<file path="src/rtl/uart_tx_arbiter.sv">
// uart_tx_arbiter: round-robin share of one UART transmitter between two byte sources.
// Optional watchdog built when TXARB_TIMEOUT_EN is defined.
module uart_tx_arbiter #(
  parameter int TIMEOUT_CYCLES = 1000
) (
  input  logic       clk,
  input  logic       nRst,
  input  logic       req_a,
  input  logic [7:0] data_a,
  input  logic       req_b,
  input  logic [7:0] data_b,
  input  logic       transmit_ready,
  output logic       ack_a,
  output logic       ack_b,
  output logic       tx_ctrl,
  output logic [7:0] tx_byte,
  output logic       busy,
  output logic       src,
  output logic       err
);
  typedef enum logic [1:0] {IDLE, START, WAIT_BUSY, WAIT_DONE} state_t;
  state_t     r_state, w_next;
  logic [7:0] r_tx_byte;
  logic       r_src, r_last_b;
  logic       w_grant, w_win_b, w_expire;
  assign w_grant = transmit_ready & (req_a | req_b);
  // on a tie the requester not served last wins
  assign w_win_b = req_b & (~req_a | ~r_last_b);
`ifdef TXARB_TIMEOUT_EN
  localparam int W = $clog2(TIMEOUT_CYCLES);
  logic [W-1:0] r_wdog;
  always_ff @(posedge clk or negedge nRst)
    if (!nRst) r_wdog <= '0;
    else if (r_state == START) r_wdog <= '0;
    else if (r_state != IDLE) r_wdog <= r_wdog + 1'b1;
  // a completing WAIT_DONE cycle wins over expiry
  assign w_expire = (r_state == WAIT_BUSY || (r_state == WAIT_DONE && !transmit_ready))
                    && r_wdog == W'(TIMEOUT_CYCLES - 1);
`else
  assign w_expire = 1'b0;
`endif
  always_comb begin
    w_next  = r_state;
    ack_a   = 1'b0;
    ack_b   = 1'b0;
    tx_ctrl = 1'b0;
    busy    = r_state != IDLE;
    err     = w_expire;
    case (r_state)
      IDLE:      w_next = w_grant ? START : IDLE;
      START: begin
        w_next  = WAIT_BUSY;
        tx_ctrl = 1'b1;
        ack_a   = ~r_src;
        ack_b   = r_src;
      end
      WAIT_BUSY: w_next = w_expire ? IDLE : (transmit_ready ? WAIT_BUSY : WAIT_DONE);
      WAIT_DONE: w_next = (w_expire || transmit_ready) ? IDLE : WAIT_DONE;
      default:   w_next = IDLE;
    endcase
  end
  always_ff @(posedge clk or negedge nRst)
    if (!nRst) begin
      r_state   <= IDLE;
      r_tx_byte <= 8'h00;
      r_src     <= 1'b0;
      r_last_b  <= 1'b1;
    end else begin
      r_state <= w_next;
      if (r_state == IDLE && w_grant) begin
        r_tx_byte <= w_win_b ? data_b : data_a;
        r_src     <= w_win_b;
        r_last_b  <= w_win_b;
      end
    end
  assign tx_byte = r_tx_byte;
  assign src     = r_src;
endmodule
</file>
<file path="config.mk">
export PLATFORM = sky130hd
export DESIGN_NAME = uart_tx_arbiter
export DESIGN_NICKNAME = d
export VERILOG_FILES = /design/src/rtl/uart_tx_arbiter.sv
export SDC_FILE = /design/constraint.sdc
export NUM_CORES = 1
export LEC_CHECK = 0
export CAP_MARGIN = 10
export CELL_PAD_IN_SITES_DETAIL_PLACEMENT = 2
export CELL_PAD_IN_SITES_GLOBAL_PLACEMENT = 2
export CORE_UTILIZATION = 23
export CTS_CLUSTER_DIAMETER = 150
export DETAILED_ROUTE_END_ITERATION = 7
export GPL_ROUTABILITY_DRIVEN = 0
export GPL_TIMING_DRIVEN = 0
export HOLD_SLACK_MARGIN = 0.08
export PLACE_DENSITY_LB_ADDON = 0.1
export SYNTH_ARGS = -nofsm -noshare
export SYNTH_HDL_FRONTEND = slang
export SYNTH_SLANG_ARGS = --single-unit
</file>
<file path="constraint.sdc">
create_clock -name clk -period 4.1 [get_ports clk]
set_input_delay 1.025 -clock clk [delete_from_list [all_inputs] [get_ports clk]]
set_output_delay 1.025 -clock clk [all_outputs]
set_load 0.005 [all_outputs]
</file>
# [After elaboration in Yosys (flattened, before gate mapping)]
# Cells that the tools add are included.
[op_classes] n_eq_ne=3 muxes=8 bitwise=7 n_reduce_logical=3
[op_table] operator="two-way mux 8 bit" count=1
[op_table] operator="case mux 2 bit (4 select lines)" count=1
[op_table] operator="two-way mux 1 bit" count=5
[op_table] operator="equality test 2 bit, second input constant" count=2
[op_table] operator="inverter 1 bit" count=3
[op_table] operator="bitwise AND 1 bit" count=2
[op_table] operator="equality test 2 x 1 -> 1 bit, second input constant" count=1
[op_table] operator="logical NOT 2 bit" count=1
[op_table] operator="two-way mux 2 bit" count=1
[op_table] operator="OR 1 bit" count=2
[op_table] operator="nonzero test 2 bit" count=1
[op_table] operator="logical AND 1 bit" count=1
[word_totals] ff_bits=12 inputBits=21 out_inout_bits=14 elab_cells=25

# [Logic depth before layout (Yosys ltp)]
# Gate-level depths: netlist of the first run.
[depth] ltp_word=4 ltp_mapped=3

# [Least setup slack after synthesis of the first run]
# OpenSTA, ideal clock, no wires.
[synth_timing] path_type="input port to flip-flop" from="in req_b" to="reg r_tx_byte[0] (netlist: tx_byte[0])" t_arrival_ns=1.896 required_ns=3.975 path_slack_ns=2.080 stages=3 path_buffers=0 path_cell_list="a21boi_4 > mux2_2 > mux2_2"
[synth_via] elab_chain_len=3 elab_cells_between_ends=5
[synth_rtl] element="from (decl)" line_no="10" rtl="input logic req_b,"
[synth_rtl] element="OR 1 bit" line_no="26" rtl="assign w_grant = transmit_ready & (req_a | req_b);"
[synth_rtl] element="bitwise AND 1 bit" line_no="26"
[synth_rtl] element="logical AND 1 bit" line_no="70" rtl="if (r_state == IDLE && w_grant) begin"
[synth_rtl] element="to (signal assigned)" line_no="71" rtl="r_tx_byte <= w_win_b ? data_b : data_a;"
[synth_rtl] element="to (decl)" line_no="23" rtl="logic [7:0] r_tx_byte;"
# Several ways; a longest one is shown, not always the timed one.
# A chain may end at the register's enable or synchronous reset.

# [Final worst setup path of the first run]
[layout_timing] from="reg r_state[1]" to="out ack_a"
[layout_via] elab_chain_len=2
[layout_rtl] element="from (decl)" line_no="22" rtl="state_t r_state, w_next;"
[layout_rtl] element="from (signal assigned)" line_no="69" rtl="r_state <= w_next;"
[layout_rtl] element="equality test 2 x 1 -> 1 bit" line_no="49" rtl="case (r_state)"
[layout_rtl] element="two-way mux 1 bit" line_no="49"
[layout_rtl] element="to (decl)" line_no="13" rtl="output logic ack_a,"
# Every way passes these cells.

==> results of run 1 <==
## layout make-up
| class | instances | area, sq um |
|---|---|---|
| Fill cell | 278 | 1468 |
| Clock buffer | 4 | 36.28 |
| Buffer | 1 | 7.507 |
| Sequential cell | 12 | 301.5 |
| Multi-Input combinational cell | 29 | 289.0 |
| Inverter | 2 | 7.507 |
| Timing Repair Buffer | 33 | 330.3 |
| Tap cell | 30 | 37.54 |
## per-stage QoR
stage / cells / utilization [%]
5_1_grt: 111 / 40.76
3_5_place_dp: 107 / 39.29
4_1_cts: 111 / 40.76
3_3_place_gp: 107 / 39.29
2_1_floorplan: 44 / -
6_report: 111 / 40.76
## worst max-delay path, delay by kind of cell (launching register included)
| family | cells | cell delay (ns) |
|---|---|---|
| buffers and inverters | 1 | 0.50 |
| DFF | 1 | 0.45 |
| and+or+nand+nor | 2 | 0.32 |
## layer usage
| layer | vias to the layer above | global-route usage (%) | share of wire (%) |
|---|---|---|---|
| li1 | 225 | - | - |
| met1 | 238 | 12.00 | 37 |
| met2 | 15 | 22.50 | 56 |
| met3 | 5 | 1.724 | 3.6 |
| met4 | 0 | 10.53 | 3.3 |
| met5 | - | 0 | 0 |
## state kept, by name (all words and copies together), names as in the netlist
register,cells
tx_byte,8
r_state,2
r_last_b,1
src,1
## cells in the mapped netlist
cell type  count  share of area (%)
a21boi_4       1                3.1
and2_1         1                1.0
and3_1         1                1.0
buf_4          1                1.2
conb_1         1               0.62
dfrtp_1       11                 45
dfstp_2        1                4.3
inv_1          2                1.2
mux2_2        18                 33
nor2_1         2                1.2
nor2b_1        2                2.1
nor3_4         1                2.7
o21ai_2        1                1.4
o22ai_1        1                1.0
## worst paths after layout
check                      startpoint    endpoint
min in group asynchronous        nRst  tx_byte[3]
hold / removal             tx_byte[2]  tx_byte[2]
max in group asynchronous        nRst    r_last_b
setup / recovery           r_state[1]       ack_a
hold reg to reg            tx_byte[2]  tx_byte[2]
setup reg to reg             r_last_b  tx_byte[2]
## power by group through the flow
stage,clock network [W],logic [W],registers [W]
CTS,0.000105,0.000248,0.000220
global placement,0,0.000245,0.000220
finish,0.0000985,0.000243,0.000218
floorplan,0,0.0000958,0.000222
global route,0.000108,0.000263,0.000227
detailed placement,0,0.000247,0.000222
## logic make-up after synthesis
group	synth area share, %
multiplexers	33.47
flip-flops	49.79
AND/OR/NAND/NOR	8.060
AO/OA/AOI/OAI	5.580
buffers and inverters	2.480
other	0.6192
==> impl_metrics.yaml, run 1 <==
power:
  leakage_nw: 0.4100
  switchingPower_w: 0.0001536
  pwr-share-comb_pct: 43.4
  internal_power_w: 0.0004063
  vdd_drop_max_mv: 0.2356
  sequentialPowerShare_pct: 39.0
  p_total_w: 0.0005599
  power_density_nw_per_um2: 554.5
  swShare_pct: 27.42
  power_frac_clock_pct: 17.6
timing:
  worst_pin_slew_ns: 0.5514
  setup_slack_ns: 1.520
  maxSlewHeadroom_pct: 63.13
  fin_crit_sh_pct: 62.92
  finClkSkew_ns: 0.003835
  finalSetupTns_ns: 0
  setup-violations-final: 0
  finalHoldViolCount: 0
  drv_slew: 0
  whs_ns: 0.5116
  fmax_mhz: 387.6
  rsz0062_at_grt: "no"
  min_period_ns: 2.580
drt:
  ant_nets: 0
  drc_errors: 0
  avgRoutedWirePerCell_microns: 13.29
  viasPerCell: 4.351
  dr.pass1.iters: 1
  drt-total-wl_microns: 1475
  dr_total_vias: 483
  drt_iter0_drc: 0
layout:
  drive_gt1_share_pct: 33.33
  final_cell_mix: "clkdlybuf4s50_1 (33), mux2_2 (18), dfrtp_1 (11), clkbuf_4 (3)"
  fin_nets: 103
  fin_area_sq_um: 1010
  syn2layout_area_growth_pct: 66.74
  antenna_cells: 0
  final_common_cell: "clkdlybuf4s50_1"
setup_path:
  worst-path-max-fanout: 5
  path_cells: "nor2b_1 -> nor2b_1 -> clkdlybuf4s50_1"
  reg2reg_depth: 3
  crit_slowest_cell: "clkdlybuf4s50_1"
  r2r_slack_ns: 2.64
  setup.worst_path.end_class: "primary output"
  cp.required_ns: 3.07
  cpPeakStageDelay_ns: 0.50
  cp-start-kind: "flop"
  critPathMostFrequentCell: "nor2b_1"
  path_class: "flop to primary output"
  worstPathArrival_ns: 1.55
grt:
  gr-usage-all-layers_pct: 12.37
  grt_overflow: 0
  antenna_found_initial: 0
  grt_max_degree: 13
  grt_pass1_wl_microns: 2277
  grt_pass1_vias: 511
clocking:
  clockBufferDepth: 2
  root_buffer: "clkbuf_4"
  cts_resized: 0
  clk_latency_ns: 0.28
  cts_buffers: 3
  holdBufCountCts: 0
  cts-htree-levels: 1
  cts_setup_buffers: 0
  path_clk_slew_ns: 0.08
  cts_tree: "done"
  clock_sinks: 12
floorplanning:
  start_util_pct: 24.44
  die_area_sq_um: 2842
  num_rows: 18
  dieHeight_microns: 53.31
  die_w_microns: 53.31
  fp.coreArea_sq_um: 2477
  pin_count: 35
synth:
  avgSynthCellArea_sq_um: 13.76
  synth_cells: 44
  syn-num-nets: 65
  synthesis.area_sq_um: 605.6
  yosys.cell_types.count: 14
  yosys_warnings: 0
  yosysSeqAreaShare_pct: 49.79
  synth_seq_cells: 12
job:
  drv_cap: 0
placed_design:
  port_buffers: 33
  placement.cell_area_sq_um: 973.4
  dp_hpwl_microns: 1143
  preCtsSetupSlack_ns: 1.408
run_status:
  status: "completed"
worst_hold_path:
  hold_depth: 1
  hp-class: "flop to flop"
Power figures use the tool's default switching activity.
==> run 2, diff against run 1 <==
Settings changed: CORE_UTILIZATION 23 to 19.
Clock period 4.1 ns to 2.15 ns, I/O delays scaled along.
==> run 2 against run 1 <==
Compared with the run above:
- combinational power rose by 94%
- clock-buffer cell count did not move
- power rose by 86%
- largest power group unchanged
- worst hold slack got worse by 0.00093 ns
- cell count rose by 13%
- non-clock buffer count did not move
- highest routed layer is now met3
- routed wire length rose by 3.3%
- critical endpoint unchanged
==> impl_metrics.yaml, run 2 (synthesized netlist as in run 1, its figures left out) <==
timing:
  finalHoldViolCount: 0
  fin_crit_sh_pct: 95.37
  setup_slack_ns: 0.09951
  min_period_ns: 2.050
  drv_slew: 0
  setup-violations-final: 0
  fmax_mhz: 487.7
  rsz0062_at_grt: "no"
  worst_pin_slew_ns: 0.5647
  finClkSkew_ns: 0.009519
  maxSlewHeadroom_pct: 62.24
clocking:
  cts-htree-levels: 1
  holdBufCountCts: 0
  clock_sinks: 12
  cts_buffers: 3
  clockBufferDepth: 2
  clk_latency_ns: 0.27
  cts_resized: 0
  root_buffer: "clkbuf_4"
  path_clk_slew_ns: 0.08
  cts_setup_buffers: 0
  cts_tree: "done"
drt:
  met3WireLength_microns: 71
  avgRoutedWirePerCell_microns: 12.18
  dr.pass1.iters: 2
  viasPerCell: 3.976
  ant_nets: 0
  drc_errors: 0
  drt-met1-wl_microns: 625
  top_layer: "met3"
  drt_iter0_drc: 3
  dr_total_vias: 497
  drt-total-wl_microns: 1523
  met2_length_microns: 827
setup_path:
  worstReg2RegEnd: "tx_byte[1]"
  reg2reg_depth: 3
  worstPathArrival_ns: 1.51
  cpPeakStageDelay_ns: 0.51
  crit_slowest_cell: "clkdlybuf4s50_1"
  r2r-start: "r_last_b"
  worst-path-max-fanout: 5
  cp.required_ns: 1.61
  r2r_slack_ns: 0.68
  critPathBufInv: 1
  setup.worst_path.end_class: "primary output"
  cp-start-kind: "flop"
  cp_top_family: "buffers and inverters"
  path_cells: "nor2b_2 -> nor2b_1 -> clkdlybuf4s50_1"
  path_class: "flop to primary output"
layout:
  drive_gt1_share_pct: 35.80
  syn2layout_area_growth_pct: 68.80
  nFillCells: 321
  fin_cells: 125
  fin_area_sq_um: 1022
  final_common_cell: "clkdlybuf4s50_1"
  largest_reg_flops: 8
  final_cell_mix: "clkdlybuf4s50_1 (33), mux2_2 (18), dfrtp_1 (9), clkbuf_4 (3)"
  antenna_cells: 0
  fin_nets: 103
floorplanning:
  fp.coreArea_sq_um: 3028
  pin_count: 35
  die_w_microns: 58.46
  num_rows: 20
  die_area_sq_um: 3417
  dieHeight_microns: 58.46
  start_util_pct: 20.00
grt:
  gr-usage-all-layers_pct: 9.935
  grt_max_degree: 13
  antenna_found_initial: 0
  grt_overflow: 0
  grt_pass1_vias: 562
  grt_pass1_wl_microns: 2532
power:
  vdd_drop_max_mv: 0.3429
  power_density_nw_per_um2: 1020
  leakage_nw: 0.4029
  swShare_pct: 28.15
  power_frac_clock_pct: 13.8
  switchingPower_w: 0.0002935
  internal_power_w: 0.0007489
  pwr-share-comb_pct: 45.2
  sequentialPowerShare_pct: 41.0
placed_design:
  port_buffers: 33
  preCtsSetupSlack_ns: -0.09317
  dp_hpwl_microns: 1200
  placement.cell_area_sq_um: 991.0
  place_inst: 121
worst_hold_path:
  holdCritStartpoint: "tx_byte[3]"
  min_to: "tx_byte[3]"
  hold_depth: 1
  hp-class: "flop to flop"
run_status:
  status: "completed"
job:
  drv_cap: 0
==> run 2: changes by cell type in the layout (fill, tap and decap cells not counted) <==
cell      previous run  this run
nor2b_2              0         1
nor2b_1              2         1
clkbuf_8             1         0
clkbuf_1             0         1
dfrtp_1             11         9
dfrtp_2              0         2
==> run 2: worst max path at each step <==
stage	endpoint	depth (start not counted)	startpoint
CTS	ack_a	3	r_state[0]
global placement	tx_byte[1]	4	req_b
global route	ack_a	3	r_state[1]
finish	ack_a	3	r_state[1]
floorplan	tx_byte[0]	3	req_b
detailed placement	tx_byte[1]	4	req_b
==> run 2: routing by layer <==
layer  global-route usage [%]  vias up
li1                         -      227
met1                    11.46      252
met2                    18.72       18
met3                    1.538        0
met4                    3.061        0
met5                        0        -
==> run 2: cell type report <==
class                   instances  area [sq um]  area share, %
clock buffers                   4         26.28          2.570
plain buffers                   1         7.507         0.7344
flip-flops and latches         12         304.0          29.74
multi-input cells              29         291.5          28.52
well taps                      44         55.05          5.386
repair buffers                 33         330.3          32.31
inverters                       2         7.507         0.7344
==> run 2: through the flow <==
step	setup TNS, ns	hold slack, ns	power (W)	utilization (%)
6_report	0	0.5107	0.001042	33.76
5_1_grt	0	0.5291	0.001123	33.76
4_1_cts	0	0.5179	0.001065	33.60
3_5_place_dp	-0.6631	0.4981	0.0009122	32.73
3_3_place_gp	-0.4808	0.4922	0.0008941	32.73
2_1_floorplan	0	0.2419	0.0006059	-
==> run 2: power by group through the flow <==
stage / combinational (W) / sequential [W] / clock (W)
6_report: 0.000471 / 0.000427 / 0.000144
5_1_grt: 0.000512 / 0.000445 / 0.000166
4_1_cts: 0.000483 / 0.000429 / 0.000153
3_5_place_dp: 0.000480 / 0.000432 / 0
3_3_place_gp: 0.000469 / 0.000425 / 0
2_1_floorplan: 0.000183 / 0.000423 / 0
==> run 2: worst register-to-register path, cell delays in order, from the launching register on <==
cell and delay, ns:
dfstp_2 0.39, a21boi_4 0.32, mux2_2 0.38, mux2_2 0.27
